[src/rtl/row_word_sender.sv]
// row_word_sender: latches a compressed row, publishes its decompression header, streams it MSB-first as words
// Ports: clk/rst (async active-low); row_in/row_bits/row_valid/row_ready row intake;
// send/stop chip pacing; data/data_valid word stream; startDecompression, rowSize, extraBits,
// initialRowSize, splitSize header; row_count/image_done image bookkeeping.
module row_word_sender #(
  parameter int ROW_W = 480,
  parameter int WORD_W = 16,
  parameter int ROWS_PER_IMAGE = 30
) (
  input  logic              clk,
  input  logic              rst,
  input  logic [ROW_W-1:0]  row_in,
  input  logic [15:0]       row_bits,
  input  logic              row_valid,
  output logic              row_ready,
  input  logic              send,
  input  logic              stop,
  output logic [WORD_W-1:0] data,
  output logic              data_valid,
  output logic              startDecompression,
  output logic [15:0]       rowSize,
  output logic [15:0]       extraBits,
  output logic [15:0]       initialRowSize,
  output logic [15:0]       splitSize,
  output logic [7:0]        row_count,
  output logic              image_done
);
  typedef enum logic [1:0] {IDLE, START, STREAM, ROW_END} state_t;
  state_t state_q;
  logic [ROW_W-1:0] sh_q;
  logic [WORD_W-1:0] data_q, top, word_d;
  logic [15:0] size_q, extra_q, init_q, split_q, idx_q, idx_d, size_d, split_d, extra_d;
  logic [7:0] cnt_q;
  logic dv_q, sd_q, done_q;
  // sh_q is pre-shifted so its top word is always the next word to publish; idx_d is that word's index
  always_comb begin
    size_d = row_bits > 16'(ROW_W) ? 16'(ROW_W) : row_bits;
    split_d = 16'((32'(size_d) + WORD_W - 1) / WORD_W);
    extra_d = 16'((WORD_W - 32'(size_d) % WORD_W) % WORD_W);
    top = sh_q[ROW_W-1 -: WORD_W];
    idx_d = idx_q + 16'(state_q == STREAM);
    word_d = idx_d == split_q - 16'd1 ? top & ({WORD_W{1'b1}} << extra_q) : top;
  end
  always_ff @(posedge clk or negedge rst) begin
    if (!rst) begin
      state_q <= IDLE;
      sh_q <= '0;
      data_q <= '0;
      size_q <= '0;
      extra_q <= '0;
      init_q <= '0;
      split_q <= '0;
      idx_q <= '0;
      cnt_q <= '0;
      dv_q <= 1'b0;
      sd_q <= 1'b0;
      done_q <= 1'b0;
    end else begin
      sd_q <= 1'b0;
      case (state_q)
        IDLE: if (row_valid) begin
          sh_q <= row_in;
          size_q <= size_d;
          split_q <= split_d;
          extra_q <= extra_d;
          idx_q <= '0;
          done_q <= 1'b0;
          sd_q <= 1'b1;
          if (cnt_q == 8'd0) init_q <= size_d;
          state_q <= START;
        end
        START: if (split_q == 16'd0) state_q <= ROW_END;
        else begin
          data_q <= word_d;
          dv_q <= 1'b1;
          sh_q <= sh_q << WORD_W;
          state_q <= STREAM;
        end
        STREAM: if (!stop && send) begin
          if (idx_q == split_q - 16'd1) begin
            dv_q <= 1'b0;
            state_q <= ROW_END;
          end else begin
            data_q <= word_d;
            sh_q <= sh_q << WORD_W;
            idx_q <= idx_d;
          end
        end
        ROW_END: begin
          cnt_q <= cnt_q == 8'(ROWS_PER_IMAGE - 1) ? 8'd0 : cnt_q + 8'd1;
          if (cnt_q == 8'(ROWS_PER_IMAGE - 1)) done_q <= 1'b1;
          state_q <= IDLE;
        end
      endcase
    end
  end
  assign row_ready = state_q == IDLE;
  assign data = data_q;
  assign data_valid = dv_q;
  assign startDecompression = sd_q;
  assign rowSize = size_q;
  assign extraBits = extra_q;
  assign initialRowSize = init_q;
  assign splitSize = split_q;
  assign row_count = cnt_q;
  assign image_done = done_q;
endmodule

[config.mk]
export PLATFORM = sky130hd
export DESIGN_NAME = row_word_sender
export DESIGN_NICKNAME = d
export VERILOG_FILES = /design/src/rtl/row_word_sender.sv
export SDC_FILE = /design/constraint.sdc
export NUM_CORES = 1
export LEC_CHECK = 0
export BUFFER_PORTS_ARGS = -buffer_cell sky130_fd_sc_hd__buf_2
export CORE_ASPECT_RATIO = 1.25
export CORE_MARGIN = 2
export CORE_UTILIZATION = 30
export CTS_CLUSTER_SIZE = 14
export DETAILED_ROUTE_END_ITERATION = 16
export HOLD_SLACK_MARGIN = 0.15
export PLACE_DENSITY_LB_ADDON = 0.15
export SYNTH_ARGS = -nofsm -noshare
export SYNTH_HDL_FRONTEND = slang
export SYNTH_SLANG_ARGS = --single-unit
[constraint.sdc]
create_clock -name clk -period 5.9 [get_ports clk]
set_input_delay 1.18 -clock clk [delete_from_list [all_inputs] [get_ports clk]]
set_output_delay 1.18 -clock clk [all_outputs]
set_load 0.01 [all_outputs]
==> impl_metrics.py <==
metrics = {
    "outcome": {
        "status": "finished, final reports clean",
    },
    "setup_path": {
        "start_kind": "register",
        "end_kind": "register",
        "critical_path.top_delay_family": "simple AND/OR/NAND/NOR gates",
        "crit_chain": "inv_1, ha_1, or4b_1, or2_1, or3_1, a221o_1, nor4_4, a21o_4, buf_12, buf_4, o21ai_0",
        "worst_path_largest_cell_delay_ns": 0.57,
        "worst-path-max-fanout": 42,
        "cp.required_ns": 6.36,
        "crit_slowest_cell": "or4b_1",
        "crit_buf_inv": 3,
        "critPathArrivalTime_ns": 4.64,
        "setup.worst_path.class": "register to register",
    },
    "global_route": {
        "grt_max_degree": 165,
        "grt_pass1_wl_um": 130000,
        "grt_pass1_vias": 21456,
        "grtUsageTotal_pct": 18.4,
        "antenna_found_initial": 58,
        "globalRouteOverflowTotal": 0,
    },
    "die": {
        "dieWidth_um": 272,
        "rows": 123,
        "io_pins": 593,
        "fp.dieH_um": 339,
        "core-area_um2": 89600,
        "die_area_um2": 92400,
        "start_util_pct": 30.1,
    },
    "clock_network": {
        "cts_resized": 0,
        "cts_tree": "built",
        "clkLatencyLatePin_ns": 0.62,
        "h-tree-depth": 3,
        "cts_inserted_buffers": 68,
        "clockBufferDepth": 3,
        "path_clk_slew_ns": 0.06,
        "cts_sinks": 573,
        "cts_root_buffer": "clkbuf_16",
        "post_cts_buffers": 0,
        "hold_buffers": 0,
    },
    "synthesis": {
        "synth_edf_count": 0,
        "yosys_warnings": 0,
        "synth_common_cells": "dfrtp_1, nand2_1, mux2i_1, o21ai_0, o21ai_1",
        "syn_area_per_cell_um2": 10.2,
        "yosys_register_bits": 573,
        "yosysUniqueCellTypes": 58,
        "ys_async_sr_fraction_pct": 100,
        "syn-cell-area_um2": 27000,
        "syn_inst": 2637,
        "netlist_top_cells_area": "dfrtp_1, mux2i_1, nand2_1",
        "synth_most_common_cell": "dfrtp_1",
        "ys_seq_area_share_pct": 53.1,
        "yosys.area.top_type_share_pct": 53.1,
        "ys.flop_type": "dfrtp_1",
        "synth_largest_area_cell": "dfrtp_1",
    },
    "drt": {
        "ant_nets": 0,
        "routed_via_density": 4.72,
        "first_pass_iters": 4,
        "drt-total-wl_um": 85400,
        "drt_iter0_drc": 1123,
        "drt-wirelength-per-cell_um": 19.5,
        "remaining_drc_errors": 0,
        "vias": 20647,
    },
    "timing": {
        "worstMarginPinSlew_ns": 1.12,
        "rsz0062_at_grt": "no",
        "fin_ws_ns": 1.72,
        "setup-tns-final_ns": 0,
        "maxSlewHeadroom_pct": 25.2,
        "fin_worst_skew_ns": 0.0261,
        "setup_violations": 0,
        "fin_crit_ns": 4.18,
        "finalCritPeriodShare_pct": 70.9,
        "fmax_ghz": 0.239,
        "whs_ns": 0.473,
        "drv_slew": 0,
        "hold_viol_final": 0,
    },
    "job": {
        "max_cap_violations": 0,
    },
    "power_and_ir_drop": {
        "leakage_nw": 18.1,
        "irDropWorstVdd_v": 0.000184,
        "power_density_nw_per_um2": 264,
    },
    "final_layout": {
        "drive_above_1_share_pct": 23.0,
        "fin_util_pct": 37.0,
        "area_growth_pct": 22.6,
        "fin_nets": 3641,
        "layout.cells.non_filler": 4379,
    },
    "worst_hold_path": {
        "hp-class": "register to register",
    },
    "place": {
        "placed_cells": 4245,
        "io_buffers": 577,
        "post-place-ws_ns": 1.72,
        "hpwl_um": 62900,
        "gp_congestion": 0.830,
    },
}
## layout make-up
class,instances,area (um2)
multi-input combinational,1857,11600
inverter,16,60.1
fill,9136,56500
clock inverter,22,283
antenna,15,37.5
timing repair buffer,612,3350
clock buffer,97,1940
sequential,573,14300
tap,1187,1490
## cell families after synthesis
logic type,after synthesis,share of synthesized area (%)
buffers and inverters,221,4.19
AO/OA/AOI/OAI,601,11.7
XOR/XNOR,38,1.23
other,1,0.0139
adder cells (fa/ha/maj),12,0.556
flip-flops,573,53.1
AND/OR/NAND/NOR,704,11.1
multiplexers,487,18.1
## stage by stage
| stage | instance area, um2 | total power [mW] |
|---|---|---|
| after global routing | 33100 | 9.12 |
| after detailed placement | 30800 | 4.56 |
| after CTS | 33100 | 8.92 |
| final | 33100 | 8.75 |
| after global placement | 30800 | 4.56 |
| after floorplan | 27000 | 4.25 |
## worst register-to-register path, stage by stage, from the launching register on
cell,delay (ns)
dfrtp_1,0.46
inv_1,0.10
ha_1,0.24
or4b_1,0.57
or2_1,0.31
or3_1,0.38
a221o_1,0.35
nor4_4,0.47
a21o_4,0.32
buf_12,0.26
buf_4,0.40
o21ai_0,0.16
## registers in the layout (all words and copies together), names as in the netlist, 3 cells and up
| signal | flops |
|---|---|
| splitSize | 13 |
| extraBits | 3 |
| rowSize | 16 |
| sh_q | 480 |
| idx_q | 16 |
| initialRowSize | 16 |
| data | 16 |
| row_count | 8 |
## metal layers
| metal | up-vias | part of all wire, % | GRT usage (%) |
|---|---|---|---|
| met5 | - | 0.52 | 0 |
| met4 | 70 | 1.9 | 4.49 |
| met3 | 161 | 7.1 | 5.81 |
| met2 | 513 | 50 | 31.9 |
| met1 | 9796 | 41 | 21.9 |
| li1 | 10107 | - | - |
## power breakdown
part | internal, mW | switching (mW) | total (mW) | leakage [nW]
Sequential | 3.94 | 0.0332 | 3.98 | 7.96
Clock | 2.52 | 1.75 | 4.27 | 1.10
Combinational | 0.198 | 0.306 | 0.504 | 9.05
## cells in the final DEF (no fill, tap or decap), types with 15 or more instances in the layout
cell / n
buf_2: 576
dfrtp_1: 573
nand2_1: 545
mux2i_1: 484
o21ai_0: 340
o21ai_1: 192
clkbuf_16: 69
nor2_1: 30
and2_1: 24
xnor2_1: 23
nand2b_1: 22
buf_4: 20
clkbuf_1: 17
inv_1: 16
a31oi_1: 16
diode_2: 15
xor2_1: 15
conb_1: 15
buf_12: 15
## final timing paths
kind,startpoint,endpoint,slack (ns),depth (start not counted)
worst max-delay path,splitSize[0],sh_q[100],1.72,11
worst min-delay path,initialRowSize[0],initialRowSize[0],0.47,2
worst max register to register,splitSize[0],sh_q[100],1.72,11
worst min register to register,initialRowSize[0],initialRowSize[0],0.47,2
max in group asynchronous,rst,sh_q[196],3.97,2
min in group asynchronous,rst,sh_q[14],0.55,1
No activity file was read; power rests on OpenSTA's default activity.
